--- config.mk ---
export PLATFORM = sky130hd
export DESIGN_NAME = uart_tx_cfg
export DESIGN_NICKNAME = d
export VERILOG_FILES = /design/src/rtl/uart_tx_cfg.sv
export SDC_FILE = /design/constraint.sdc
export NUM_CORES = 1
export LEC_CHECK = 0
export CAP_MARGIN = 25
export CORE_ASPECT_RATIO = 1.25
export CORE_MARGIN = 5
export CORE_UTILIZATION = 50
export DETAILED_ROUTE_END_ITERATION = 6
export GPL_TIMING_DRIVEN = 0
export PLACE_DENSITY = 0.73
export SETUP_SLACK_MARGIN = 0.05
export SKIP_LAST_GASP = 1
export SLEW_MARGIN = 10
export SYNTH_ARGS = -nofsm -noshare
export SYNTH_HDL_FRONTEND = slang
export SYNTH_SLANG_ARGS = --single-unit
--- constraint.sdc ---
create_clock -name clk -period 3.05 [get_ports clk]
set_input_delay 0.61 -clock clk [delete_from_list [all_inputs] [get_ports clk]]
set_output_delay 0.61 -clock clk [all_outputs]
set_load 0.02 [all_outputs]
--- src/rtl/uart_tx_cfg.sv ---
// Configurable UART transmitter: DATA_BITS data bits LSB first, runtime parity
// and stop-bit count, paced by an OVERSAMPLE x baud tick, with a completion pulse.
module uart_tx_cfg #(
  parameter int unsigned DATA_BITS  = 8,
  parameter int unsigned OVERSAMPLE = 16
) (
  input  logic                 clk,
  input  logic                 reset,
  input  logic                 b_tick,
  input  logic                 start,
  input  logic [DATA_BITS-1:0] tx_data,
  input  logic [1:0]           parity_mode,
  input  logic                 stop2,
  output logic                 tx,
  output logic                 tx_busy,
  output logic                 tx_done
);

  localparam int unsigned CNT_W  = $clog2(OVERSAMPLE);
  localparam int unsigned TICK_W = CNT_W + 1;
  localparam int unsigned BIT_W  = $clog2(DATA_BITS);

  typedef enum logic [2:0] {IDLE, WAIT, START, DATA, PARITY, STOP} state_t;

  state_t               state_q, state_d;
  logic [TICK_W-1:0]    tick_q, tick_d;
  logic [BIT_W-1:0]     bit_q, bit_d;
  logic [DATA_BITS-1:0] shift_q, shift_d;
  logic [1:0]           pmode_q, pmode_d;
  logic                 stop2_q, stop2_d;
  logic                 par_q, par_d;
  logic                 tx_d, busy_d, done_d;
  logic                 bit_end, stop_end;

  // Bit-period boundaries; the stop phase may span two bit periods
  always_comb begin
    bit_end  = (tick_q == TICK_W'(OVERSAMPLE - 1));
    stop_end = stop2_q ? (tick_q == TICK_W'(2 * OVERSAMPLE - 1)) : bit_end;
  end

  always_comb begin
    state_d = state_q;
    tick_d  = tick_q;
    bit_d   = bit_q;
    shift_d = shift_q;
    pmode_d = pmode_q;
    stop2_d = stop2_q;
    par_d   = par_q;
    done_d  = 1'b0;

    unique case (state_q)
      IDLE: begin
        tick_d = '0;
        if (start) begin
          shift_d = tx_data;
          pmode_d = parity_mode;
          stop2_d = stop2;
          // Parity taken from the captured word, before any shifting
          unique case (parity_mode)
            2'b01:   par_d = ^tx_data;
            2'b10:   par_d = ~^tx_data;
            2'b11:   par_d = 1'b1;
            default: par_d = 1'b0;
          endcase
          state_d = WAIT;
        end
      end
      WAIT: begin
        if (b_tick) begin
          tick_d  = '0;
          state_d = START;
        end
      end
      START: begin
        if (b_tick) begin
          if (bit_end) begin
            tick_d  = '0;
            bit_d   = '0;
            state_d = DATA;
          end else begin
            tick_d = tick_q + TICK_W'(1);
          end
        end
      end
      DATA: begin
        if (b_tick) begin
          if (bit_end) begin
            tick_d  = '0;
            shift_d = shift_q >> 1;
            bit_d   = bit_q + BIT_W'(1);
            if (bit_q == BIT_W'(DATA_BITS - 1)) begin
              state_d = (pmode_q != 2'b00) ? PARITY : STOP;
            end
          end else begin
            tick_d = tick_q + TICK_W'(1);
          end
        end
      end
      PARITY: begin
        if (b_tick) begin
          if (bit_end) begin
            tick_d  = '0;
            state_d = STOP;
          end else begin
            tick_d = tick_q + TICK_W'(1);
          end
        end
      end
      STOP: begin
        if (b_tick) begin
          if (stop_end) begin
            tick_d  = '0;
            done_d  = 1'b1;
            state_d = IDLE;
          end else begin
            tick_d = tick_q + TICK_W'(1);
          end
        end
      end
      default: state_d = IDLE;
    endcase

    // Line level follows the state being entered so tx stays a pure register
    unique case (state_d)
      START:   tx_d = 1'b0;
      DATA:    tx_d = shift_d[0];
      PARITY:  tx_d = par_q;
      default: tx_d = 1'b1;
    endcase
    busy_d = (state_d != IDLE);
  end

  always_ff @(posedge clk) begin
    if (reset) begin
      state_q <= IDLE;
      tick_q  <= '0;
      bit_q   <= '0;
      shift_q <= '0;
      pmode_q <= '0;
      stop2_q <= 1'b0;
      par_q   <= 1'b0;
      tx      <= 1'b1;
      tx_busy <= 1'b0;
      tx_done <= 1'b0;
    end else begin
      state_q <= state_d;
      tick_q  <= tick_d;
      bit_q   <= bit_d;
      shift_q <= shift_d;
      pmode_q <= pmode_d;
      stop2_q <= stop2_d;
      par_q   <= par_d;
      tx      <= tx_d;
      tx_busy <= busy_d;
      tx_done <= done_d;
    end
  end

endmodule

---- Yosys cells after proc, flatten, opt, wreduce, memory -nomap -nowiden ----
Cells that the tools add are included.
cells by class
  muxes and demuxes ....................... 32
  reduce and logical (&&, ||, !) cells .... 14
  bitwise operators ....................... 2
  equal/unequal tests ..................... 22
  add/subtract/negate cells ............... 2
operators with widths
  cell                                                                    count
  3-bit 2-to-1 mux                                                        15
  5-bit 2-to-1 mux                                                        5
  8-bit 2-to-1 mux                                                        3
  5-bit one-hot mux with 4 select lines                                   1
  3-bit one-hot mux with 6 select lines                                   1
  8-bit one-hot mux with 2 select lines                                   1
  2-bit inequality test (second input constant)                           7
  3-bit by 2-bit equality test with 1-bit output (second input constant)  4
  3-bit equality test (second input constant)                             4
  4-bit AND reduction                                                     2
  8-bit XNOR reduction                                                    1
  8-bit XOR reduction                                                     1
  1-bit one-hot mux with 3 select lines                                   2
  3-bit one-hot mux with 2 select lines                                   1
  2-bit nonzero test                                                      3
  3-bit OR reduction                                                      2
  5-bit by 1-bit adder with 5-bit output (second input constant)          1
  5-bit by 4-bit equality test with 1-bit output (second input constant)  1
  5-bit equality test (second input constant)                             1
  5-bit AND reduction                                                     1
  2-bit equality test (second input constant)                             2
  4-bit nonzero test                                                      1
  3-bit by 1-bit adder with 3-bit output (second input constant)          1
  3-bit by 1-bit equality test with 1-bit output (second input constant)  1
  other kinds (7)                                                         10
word-level totals
  register bits after elaboration ......... 26
  input bits .............................. 15
  output and inout bits ................... 3

---- Longest topological paths before layout ----
Gate-level depths: netlist of the first run.
  depth after elaboration ................. 8
  gate-level depth with buffers ........... 8

---- Worst setup path after synthesis of the first run ----
Ideal clock, no wire load.
  path type ............................... flip-flop to flip-flop
  from .................................... reg tick_q[0]
  to ...................................... reg tx
  path slack .............................. 0.856 ns
  data arrival time ....................... 2.080 ns
  data required time ...................... 2.936 ns
  buffers on the path ..................... 0
  clock period less this slack ............ 2.194 ns
  cell stages (with the launch flop) ...... 9
  path through ............................ dfxtp_1 -> ha_1 -> and3_1 -> ha_1 -> mux2_4 -> a211oi_2 -> nor4_2 -> or3b_1 -> a21o_1
between the ends
  cells in the longest elaborated chain, start to end .. 7
  elaborated cells between the ends (all ways) .. 19
  those cells by class .................... eq/ne (5); mux (14)
RTL lines
  item                                                                                   line    source
  start: declaration                                                                     26      logic [TICK_W-1:0] tick_q, tick_d;
  start signal: assignment                                                               147     tick_q <= tick_d;
  5-bit by 4-bit equality test with 1-bit output or 5-bit equality test (tied branches)  37, 38
  1-bit 2-to-1 mux                                                                       38      stop_end = stop2_q ? (tick_q == TICK_W'(2 * OVERSAMPLE - 1)) : bit_end;
  3-bit 2-to-1 mux                                                                       111     if (stop_end) begin
  3-bit 2-to-1 mux                                                                       110     if (b_tick) begin
  3-bit one-hot mux with 6 select lines                                                  51      unique case (state_q)
  3-bit equality test or 3-bit by 2-bit equality test with 1-bit output (tied branches)  124     unique case (state_d)
  1-bit one-hot mux with 3 select lines *                                                124
  end signal: assignment                                                                 153     tx <= tx_d;
  end: declaration                                                                       14      output logic tx,
Mark *: on every way between the ends. The rest lies on a longest branch, timed or not. The select of a mux whose other input is x is not followed.
A chain may end at the register's enable or synchronous reset.

---- Worst setup path after layout of the first run ----
Same ends and word-level chain as after synthesis.

==> impl_results.html, run 1 <==
<table>
<tr><th>Metric</th><th>Value</th></tr>
<tr><th colspan="2">Clock network</th></tr>
<tr><td>Number of clock buffers inserted by TritonCTS</td><td>3</td></tr>
<tr><td>Clock transition at the register clock pins on the worst setup and hold paths after CTS</td><td>0.15 ns</td></tr>
<tr><td>Cells resized by post-CTS repair</td><td>0</td></tr>
<tr><td>Sink Count</td><td>26</td></tr>
<tr><td>CTS tree</td><td>yes</td></tr>
<tr><td>Clock latency reported for the late side of the worst-skew pair</td><td>0.33 ns</td></tr>
<tr><td>Count of hold-fix buffers inserted at cts</td><td>0</td></tr>
<tr><td>Clock Root Buffer</td><td>sky130_fd_sc_hd__clkbuf_4</td></tr>
<tr><td>Maximum count of clock buffers along a single path</td><td>2</td></tr>
<tr><td>H-tree Lvls</td><td>1</td></tr>
<tr><td>Post CTS Setup Buffer Count</td><td>0</td></tr>
<tr><th colspan="2">Drt</th></tr>
<tr><td>Uppermost signal routing layer after detailed routing</td><td>met4</td></tr>
<tr><td>Detailed Route WL</td><td>3.22 mm</td></tr>
<tr><td>Antenna-violating nets left</td><td>0</td></tr>
<tr><td>Routed vias/inst</td><td>5.80</td></tr>
<tr><td>Met1 Wirelength</td><td>1.30 mm</td></tr>
<tr><td>Routed wire per std cell</td><td>14.8 µm</td></tr>
<tr><td>Routed met3 length</td><td>119 µm</td></tr>
<tr><td>Number of violations reported at the end of detailed-routing iteration 0</td><td>45</td></tr>
<tr><td>Number of design rule violations left after detail routing</td><td>0</td></tr>
<tr><td>Routed wl met2</td><td>1.75 mm</td></tr>
<tr><td>DRT Pass-1 Iters</td><td>4</td></tr>
<tr><td>Routed vias</td><td>1259</td></tr>
<tr><th colspan="2">Timing</th></tr>
<tr><td>Setup repair after global routing missed its margin</td><td>false</td></tr>
<tr><td>Maximum operating frequency</td><td>400 MHz</td></tr>
<tr><td>Post-Route Setup TNS</td><td>0 ns</td></tr>
<tr><td>Clock Skews</td><td>0.0149 ns</td></tr>
<tr><td>Worst slew margin relative to its limit</td><td>63.0%</td></tr>
<tr><td>Final setup violation count</td><td>0</td></tr>
<tr><td>Slew at the pin with the worst max-slew slack</td><td>0.553 ns</td></tr>
<tr><td>Final hold violations</td><td>0</td></tr>
<tr><td>Max Transition Viols Final</td><td>0</td></tr>
<tr><td>Shortest clock period the worst path allows after layout</td><td>2.50 ns</td></tr>
<tr><td>Slack of the critical path</td><td>0.548 ns</td></tr>
<tr><td>Share of the cycle needed by the critical path after routing</td><td>82.0%</td></tr>
<tr><th colspan="2">Power</th></tr>
<tr><td>Total net switching power</td><td>0.193 mW</td></tr>
<tr><td>Sequential Power Share</td><td>49.1%</td></tr>
<tr><td>Share of total power in combinational logic</td><td>19.1%</td></tr>
<tr><td>Total power per unit cell area</td><td>444 mW/mm²</td></tr>
<tr><td>Leak</td><td>0.614 nW</td></tr>
<tr><td>Net switching fraction of the power</td><td>25.5%</td></tr>
<tr><td>Int Pwr</td><td>0.562 mW</td></tr>
<tr><td>Peak ir drop on the vdd network</td><td>473 µV</td></tr>
<tr><td>Part of the power in the clock network</td><td>31.8%</td></tr>
<tr><th colspan="2">Worst setup path</th></tr>
<tr><td>Worst path slowest cell</td><td>sky130_fd_sc_hd__dfxtp_1</td></tr>
<tr><td>Worst setup path startpoint</td><td>tick_q[0]</td></tr>
<tr><td>Arr. time, crit path</td><td>2.75 ns</td></tr>
<tr><td>Maximum fanout along the worst path</td><td>5</td></tr>
<tr><td>Critical Path, Cell by Cell</td><td>ha_1 -&gt; and3_1 -&gt; ha_1 -&gt; mux2_4 -&gt; a211oi_2 -&gt; nor4_2 -&gt; or3b_1 -&gt; a21o_1</td></tr>
<tr><td>Cell occurring most often along the worst timing path</td><td>sky130_fd_sc_hd__ha_1</td></tr>
<tr><td>Worst endpoint required time</td><td>3.30 ns</td></tr>
<tr><td>Critical Path End Type</td><td>flip-flop</td></tr>
<tr><td>Kind of launch point of the worst setup path</td><td>flip-flop</td></tr>
<tr><td>Worst Path Class, Setup</td><td>flip-flop to flip-flop</td></tr>
<tr><td>Worst r2r src</td><td>tick_q[0]</td></tr>
<tr><td>Top delay family on crit path</td><td>simple AND/OR/NAND/NOR gates</td></tr>
<tr><td>Buffer and inverter count on the worst path</td><td>0</td></tr>
<tr><td>Largest stage delay, worst path</td><td>0.41 ns</td></tr>
<tr><th colspan="2">Synthesis</th></tr>
<tr><td>Most used standard cells in the synthesized netlist</td><td>sky130_fd_sc_hd__dfxtp_1, sky130_fd_sc_hd__nor2_1, sky130_fd_sc_hd__nand2_1, sky130_fd_sc_hd__a21oi_1</td></tr>
<tr><td>Most repeated cell in the gate-level netlist after synthesis</td><td>sky130_fd_sc_hd__dfxtp_1</td></tr>
<tr><td>Fraction of registers with async set/reset</td><td>0%</td></tr>
<tr><td>Top post-synthesis cells by area</td><td>sky130_fd_sc_hd__dfxtp_1, sky130_fd_sc_hd__ha_1, sky130_fd_sc_hd__nor2_1</td></tr>
<tr><td>Post-synthesis sequential element count</td><td>26</td></tr>
<tr><td>Distinct cell type count after synthesis</td><td>44</td></tr>
<tr><td>Main synth FF type</td><td>sky130_fd_sc_hd__dfxtp_1</td></tr>
<tr><td>Dominant cell type by area after synthesis</td><td>sky130_fd_sc_hd__dfxtp_1</td></tr>
<tr><td>Number of instances in the synthesized netlist</td><td>163</td></tr>
<tr><td>Combined area of all synthesized cells</td><td>0.00145 mm²</td></tr>
<tr><td>Fraction of synthesized cell area taken by the top area cell type</td><td>36.0%</td></tr>
<tr><td>Yosys warns</td><td>0</td></tr>
<tr><td>Portion of the post-synthesis area used by sequential elements</td><td>36.0%</td></tr>
<tr><td>Mean cell area of the mapped netlist</td><td>8.87 µm²</td></tr>
<tr><td>Syn nets</td><td>185</td></tr>
<tr><td>EDFF count, synth</td><td>0</td></tr>
<tr><th colspan="2">Layout</th></tr>
<tr><td>Count of filler cells inserted in the layout</td><td>256</td></tr>
<tr><td>Final std cells w/o fill</td><td>217</td></tr>
<tr><td>Final-stage net count</td><td>206</td></tr>
<tr><td>Share of post-route cells with drive strength above 1</td><td>11.5%</td></tr>
<tr><td>Area growth from synthesis to layout</td><td>17.6%</td></tr>
<tr><td>Ant. Diodes</td><td>0</td></tr>
<tr><td>Core Util, Final</td><td>62.3%</td></tr>
<tr><th colspan="2">Floorplan</th></tr>
<tr><td>Core Region</td><td>0.00273 mm²</td></tr>
<tr><td>Die Outline Area</td><td>0.00408 mm²</td></tr>
<tr><td>Horizontal die dimension</td><td>58.1 µm</td></tr>
<tr><td>Die outline height</td><td>70.1 µm</td></tr>
<tr><td>Cell Rows</td><td>21</td></tr>
<tr><td>Initial Util</td><td>52.9%</td></tr>
<tr><td>I/O pin total</td><td>18</td></tr>
<tr><th colspan="2">Global routing</th></tr>
<tr><td>Pin count of the biggest net entering global routing</td><td>16</td></tr>
<tr><td>Global-route wire length before repair</td><td>5.44 mm</td></tr>
<tr><td>Number of antenna violations at the first check in global routing</td><td>0</td></tr>
<tr><td>Total global routing track utilization</td><td>16.7%</td></tr>
<tr><td>Via count of the first global-routing pass</td><td>1297</td></tr>
<tr><td>Remaining global-route overflow</td><td>0</td></tr>
<tr><th colspan="2">Placement</th></tr>
<tr><td>Dpl ws</td><td>0.545 ns</td></tr>
<tr><td>Routability cong.</td><td>0.876</td></tr>
<tr><td>Estimated wirelength of the detail-placed design</td><td>2.55 mm</td></tr>
<tr><td>Total instance count after detailed placement</td><td>213</td></tr>
<tr><td>Buffers added on ports</td><td>16</td></tr>
<tr><th colspan="2">Min path</th></tr>
<tr><td>Start point of the worst min-delay path</td><td>pmode_q[0]</td></tr>
<tr><td>Type of the worst min-delay path</td><td>flip-flop to flip-flop</td></tr>
<tr><th colspan="2">Job</th></tr>
<tr><td>Number of maximum-capacitance violations</td><td>0</td></tr>
<tr><th colspan="2">Status</th></tr>
<tr><td>Outcome</td><td>complete, no violations</td></tr>
</table>
==> power by group through the flow <==
| stage | logic (mW) | registers, mW | clock network [mW] |
|---|---|---|---|
| 2_1_floorplan | 0.0972 | 0.378 | 0 |
| 3_3_place_gp | 0.142 | 0.377 | 0 |
| 3_5_place_dp | 0.145 | 0.378 | 0 |
| 4_1_cts | 0.146 | 0.370 | 0.243 |
| 5_1_grt | 0.161 | 0.372 | 0.260 |
| 6_report | 0.144 | 0.370 | 0.240 |
==> stage by stage <==
stage | power (mW) | hold WS, ns | area [µm²]
6_report | 0.755 | 0.471 | 1700
5_1_grt | 0.793 | 0.482 | 1700
4_1_cts | 0.759 | 0.470 | 1700
3_5_place_dp | 0.522 | 0.450 | 1650
3_3_place_gp | 0.519 | 0.439 | 1650
2_1_floorplan | 0.475 | 0.432 | 1450
==> path summary, 6_finish.rpt <==
path                end  slack, ns  depth (start not counted)
max                  tx       0.55                          8
min          pmode_q[0]       0.47                          2
max reg2reg          tx       0.55                          8
min reg2reg  pmode_q[0]       0.47                          2
==> registers in the layout, indices dropped and copies added, names as in the netlist <==
name / cells
state_q: 3
stop2_q: 1
tx_done: 1
tx_busy: 1
par_q: 1
tx: 1
bit_q: 3
shift_q: 8
tick_q: 5
pmode_q: 2
==> layer usage <==
| layer | vias up | global-route usage (%) |
|---|---|---|
| li1 | 636 | - |
| met1 | 591 | 16.9 |
| met2 | 26 | 31.8 |
| met3 | 6 | 3.13 |
| met4 | 0 | 7.47 |
| met5 | - | 0 |
==> worst register-to-register path, cell delays in order (launching register included) <==
cell                       delay (ns)
sky130_fd_sc_hd__dfxtp_1         0.41
sky130_fd_sc_hd__ha_1            0.21
sky130_fd_sc_hd__and3_1          0.25
sky130_fd_sc_hd__ha_1            0.31
sky130_fd_sc_hd__mux2_4          0.22
sky130_fd_sc_hd__a211oi_2        0.07
sky130_fd_sc_hd__nor4_2          0.41
sky130_fd_sc_hd__or3b_1          0.38
sky130_fd_sc_hd__a21o_1          0.15
==> layout by cell type, fill, tap and decap left out, types with 2 or more instances in the layout <==
master,count
sky130_fd_sc_hd__nand3_1,5
sky130_fd_sc_hd__ha_1,7
sky130_fd_sc_hd__nand2_1,15
sky130_fd_sc_hd__xnor2_1,7
sky130_fd_sc_hd__clkbuf_4,4
sky130_fd_sc_hd__a21oi_1,12
sky130_fd_sc_hd__a211oi_1,8
sky130_fd_sc_hd__dfxtp_1,26
sky130_fd_sc_hd__nand4_1,4
sky130_fd_sc_hd__clkbuf_1,2
sky130_fd_sc_hd__nor2_1,20
sky130_fd_sc_hd__mux2i_1,3
sky130_fd_sc_hd__nand2b_1,2
sky130_fd_sc_hd__buf_2,4
sky130_fd_sc_hd__nor3_1,3
sky130_fd_sc_hd__a31oi_1,4
sky130_fd_sc_hd__inv_1,5
sky130_fd_sc_hd__clkdlybuf4s50_1,16
sky130_fd_sc_hd__a21o_1,2
sky130_fd_sc_hd__a22oi_1,8
==> area by class of cell <==
cell class / instances / area (µm²) / area share, %
inverters: 5 / 18.8 / 1.10
well taps: 34 / 42.5 / 2.50
multi-input cells: 123 / 838 / 49.3
clock inverters: 1 / 30.0 / 1.76
plain buffers: 9 / 68.8 / 4.04
flip-flops and latches: 26 / 520 / 30.6
repair buffers: 16 / 160 / 9.41
clock buffers: 3 / 22.5 / 1.32
==> kinds of logic after synthesis <==
kind of cell    Yosys count  share of synthesized area (%)
fa+ha+maj                 7                           6.06
mux                       4                           3.11
buf+inv                  14                           6.06
compound gates           43                           21.5
flops                    26                           36.0
xor+xnor                  8                           4.84
simple gates             61                           22.5
Power figures use the tool's default switching activity.
==> run 2: changes to the inputs <==
==> constraint.sdc (replaced) <==
create_clock -name clk -period 2.5 [get_ports clk]
set_input_delay 0.5 -clock clk [delete_from_list [all_inputs] [get_ports clk]]
set_output_delay 0.5 -clock clk [all_outputs]
set_load 0.02 [all_outputs]
==> impl_results.html, run 2 (synthesis results as in run 1) <==
<table>
<tr><th>Metric</th><th>Value</th></tr>
<tr><th colspan="2">Status</th></tr>
<tr><td>Outcome</td><td>complete, no violations</td></tr>
<tr><th colspan="2">Drt</th></tr>
<tr><td>DRT Pass-1 Iters</td><td>4 (unchanged)</td></tr>
<tr><td>Routed vias/inst</td><td>5.86 (+0.95%)</td></tr>
<tr><td>Routed wire per std cell</td><td>15.0 µm (+0.90%)</td></tr>
<tr><td>Antenna-violating nets left</td><td>0 (unchanged)</td></tr>
<tr><td>Detailed Route WL</td><td>3.25 mm (+0.90%)</td></tr>
<tr><td>Routed vias</td><td>1271 (+0.95%)</td></tr>
<tr><td>Number of violations reported at the end of detailed-routing iteration 0</td><td>37 (-18%)</td></tr>
<tr><td>Number of design rule violations left after detail routing</td><td>0 (unchanged)</td></tr>
<tr><th colspan="2">Worst setup path</th></tr>
<tr><td>Worst Path Class, Setup</td><td>flip-flop to flip-flop</td></tr>
<tr><td>Critical Path, Cell by Cell</td><td>ha_1 -&gt; and3_2 -&gt; ha_2 -&gt; nand4_1 -&gt; nor4_1 -&gt; nor4_4 -&gt; or3b_1 -&gt; a21o_1</td></tr>
<tr><td>Arr. time, crit path</td><td>2.53 ns (-0.22 ns)</td></tr>
<tr><td>Largest stage delay, worst path</td><td>0.38 ns (-0.03 ns)</td></tr>
<tr><td>Kind of launch point of the worst setup path</td><td>flip-flop</td></tr>
<tr><td>Maximum fanout along the worst path</td><td>5 (unchanged)</td></tr>
<tr><td>Worst path slowest cell</td><td>sky130_fd_sc_hd__or3b_1</td></tr>
<tr><td>Critical Path End Type</td><td>flip-flop</td></tr>
<tr><td>Worst endpoint required time</td><td>2.75 ns (-0.55 ns)</td></tr>
<tr><th colspan="2">Timing</th></tr>
<tr><td>Max Transition Viols Final</td><td>0 (unchanged)</td></tr>
<tr><td>Share of the cycle needed by the critical path after routing</td><td>91.2% (+9.1 points)</td></tr>
<tr><td>Slew at the pin with the worst max-slew slack</td><td>0.523 ns (-0.0304 ns)</td></tr>
<tr><td>Final hold violations</td><td>0 (unchanged)</td></tr>
<tr><td>Shortest clock period the worst path allows after layout</td><td>2.28 ns (-0.223 ns)</td></tr>
<tr><td>Final setup violation count</td><td>0 (unchanged)</td></tr>
<tr><td>Clock Skews</td><td>0.0158 ns (+0.000931 ns)</td></tr>
<tr><td>Setup repair after global routing missed its margin</td><td>false</td></tr>
<tr><td>Maximum operating frequency</td><td>439 MHz (+9.8%)</td></tr>
<tr><td>Post-Route Setup TNS</td><td>0 ns (unchanged)</td></tr>
<tr><td>Worst slew margin relative to its limit</td><td>64.8% (+1.8 points)</td></tr>
<tr><th colspan="2">Power</th></tr>
<tr><td>Sequential Power Share</td><td>48.8% (-0.3 points)</td></tr>
<tr><td>Int Pwr</td><td>0.688 mW (+22%)</td></tr>
<tr><td>Total power per unit cell area</td><td>538 mW/mm² (+21%)</td></tr>
<tr><td>Part of the power in the clock network</td><td>31.7% (about the same)</td></tr>
<tr><td>Peak ir drop on the vdd network</td><td>579 µV (+22%)</td></tr>
<tr><td>Leak</td><td>0.615 nW (+0.20%)</td></tr>
<tr><td>Share of total power in combinational logic</td><td>19.5% (+0.4 points)</td></tr>
<tr><td>Net switching fraction of the power</td><td>25.7% (+0.23 points)</td></tr>
<tr><td>Total net switching power</td><td>0.238 mW (+24%)</td></tr>
<tr><th colspan="2">Layout</th></tr>
<tr><td>Biggest registers after layout</td><td>shift_q: 8 flops, tick_q: 5 flops</td></tr>
<tr><td>Post-Layout Inst Area</td><td>0.00172 mm² (+1.2%)</td></tr>
<tr><td>Ant. Diodes</td><td>0 (unchanged)</td></tr>
<tr><td>Final-stage net count</td><td>206 (unchanged)</td></tr>
<tr><td>Share of post-route cells with drive strength above 1</td><td>13.7% (+2.2 points)</td></tr>
<tr><td>Top library cells by usage in the layout, fill and taps aside</td><td>sky130_fd_sc_hd__dfxtp_1, sky130_fd_sc_hd__nor2_1, sky130_fd_sc_hd__clkdlybuf4s50_1, sky130_fd_sc_hd__nand2_1, sky130_fd_sc_hd__a21oi_1</td></tr>
<tr><td>Area growth from synthesis to layout</td><td>19.0%</td></tr>
<tr><td>Flip-flop count of the largest register after layout</td><td>8 (unchanged)</td></tr>
<tr><td>Most frequent standard cell in the layout excluding fill and tap cells</td><td>sky130_fd_sc_hd__dfxtp_1</td></tr>
<tr><td>Most flops, register</td><td>shift_q</td></tr>
<tr><th colspan="2">Floorplan</th></tr>
<tr><td>Horizontal die dimension</td><td>58.1 µm (unchanged)</td></tr>
<tr><td>Die Outline Area</td><td>0.00408 mm² (unchanged)</td></tr>
<tr><td>Core Region</td><td>0.00273 mm² (unchanged)</td></tr>
<tr><td>I/O pin total</td><td>18 (unchanged)</td></tr>
<tr><td>Cell Rows</td><td>21 (unchanged)</td></tr>
<tr><td>Initial Util</td><td>52.9% (unchanged)</td></tr>
<tr><td>Die outline height</td><td>70.1 µm (unchanged)</td></tr>
<tr><th colspan="2">Clock network</th></tr>
<tr><td>CTS tree</td><td>yes</td></tr>
<tr><td>Clock Root Buffer</td><td>sky130_fd_sc_hd__clkbuf_4</td></tr>
<tr><td>Post CTS Setup Buffer Count</td><td>0 (unchanged)</td></tr>
<tr><td>Count of hold-fix buffers inserted at cts</td><td>0 (unchanged)</td></tr>
<tr><td>Maximum count of clock buffers along a single path</td><td>2 (unchanged)</td></tr>
<tr><td>Clock latency reported for the late side of the worst-skew pair</td><td>0.33 ns (about the same)</td></tr>
<tr><td>Clock transition at the register clock pins on the worst setup and hold paths after CTS</td><td>0.16 ns (about the same)</td></tr>
<tr><td>H-tree Lvls</td><td>1 (unchanged)</td></tr>
<tr><td>Sink Count</td><td>26 (unchanged)</td></tr>
<tr><td>Number of clock buffers inserted by TritonCTS</td><td>3 (unchanged)</td></tr>
<tr><th colspan="2">Placement</th></tr>
<tr><td>Estimated wirelength of the detail-placed design</td><td>2.55 mm (unchanged)</td></tr>
<tr><td>Routability cong.</td><td>0.876 (unchanged)</td></tr>
<tr><td>Buffers added on ports</td><td>16 (unchanged)</td></tr>
<tr><td>Total placed instance area</td><td>0.00165 mm² (unchanged)</td></tr>
<tr><th colspan="2">Global routing</th></tr>
<tr><td>Via count of the first global-routing pass</td><td>1305 (+0.62%)</td></tr>
<tr><td>Global-route wire length before repair</td><td>5.45 mm (+0.26%)</td></tr>
<tr><td>Remaining global-route overflow</td><td>0 (unchanged)</td></tr>
<tr><td>Number of antenna violations at the first check in global routing</td><td>0 (unchanged)</td></tr>
<tr><td>Pin count of the biggest net entering global routing</td><td>16 (unchanged)</td></tr>
<tr><td>Total global routing track utilization</td><td>16.7% (-0.037 points)</td></tr>
<tr><th colspan="2">Job</th></tr>
<tr><td>Number of maximum-capacitance violations</td><td>0 (unchanged)</td></tr>
<tr><th colspan="2">Min path</th></tr>
<tr><td>Type of the worst min-delay path</td><td>input pin to flip-flop</td></tr>
</table>
[run 2: cell counts in the layout (fill, tap and decap cells not counted)]
No cell type changed its count.
[run 2: area by class of cell]
type	instances	area [µm²]
buffer	9	68.8
timing repair buffer	16	160
tap	34	42.5
multi-input combinational	123	858
clock inverter	1	30.0
fill	253	1010
sequential	26	520
clock buffer	3	22.5
inverter	5	18.8
[run 2: power groups by stage]
stage | clock network, mW | registers (mW) | logic [mW]
2_1_floorplan | 0 | 0.461 | 0.119
3_3_place_gp | 0 | 0.459 | 0.174
3_5_place_dp | 0 | 0.461 | 0.177
4_1_cts | 0.297 | 0.452 | 0.178
5_1_grt | 0.316 | 0.454 | 0.200
6_report | 0.294 | 0.452 | 0.180
[run 2: timing repair]
action | CTS | global route
gates cloned | 0 | 0
gates resized for setup | 1 | 4
setup endpoints to repair | 1 | 1
pin swaps | 1 | 2
[run 2: worst paths after layout]
check                     to  slack [ns]  cells past startpoint       start
hold / removal    shift_q[2]        0.39                      2       reset
setup reg to reg          tx        0.22                      8   tick_q[0]
hold reg to reg   pmode_q[0]        0.48                      2  pmode_q[0]
setup / recovery          tx        0.22                      8   tick_q[0]
[run 2: critical path: cells and delay by family, from the launching register on]
kind                       cells  cell delay [ns]
AOI/OAI and AO/OA              1             0.15
adders and majority gates      2             0.44
DFF                            1             0.37
and+or+nand+nor                5             1.23
[run 2: metal layers]
layer  track usage [%]  up-vias  routed length [µm]
li1                  -      634                   -
met1              16.7      598                1290
met2              31.9       29                1720
met3              3.13       10                 131
met4              7.47        0                 103
met5                 0        -                   0
[run 2: stage by stage]
stage          cells  hold slack [ns]  util [%]  power [mW]  worst slack, ns
2_1_floorplan    163            0.432         -       0.579            0.306
3_3_place_gp     213            0.439      60.3       0.633           0.0528
3_5_place_dp     213            0.450      60.3       0.637           0.0287
4_1_cts          217            0.385      62.4       0.926           0.0539
5_1_grt          217            0.372      63.0       0.970            0.104
6_report         217            0.391      63.0       0.926            0.221
==> run 3: changes to the inputs <==
--- a/config.mk
+++ b/config.mk
@@ -18,3 +18,4 @@
 export SYNTH_ARGS = -nofsm -noshare
 export SYNTH_HDL_FRONTEND = slang
 export SYNTH_SLANG_ARGS = --single-unit
+export TNS_END_PERCENT = 20
==> results of run 3 <==
No change in the layout: final DEF, timing and power equal those of run 2.
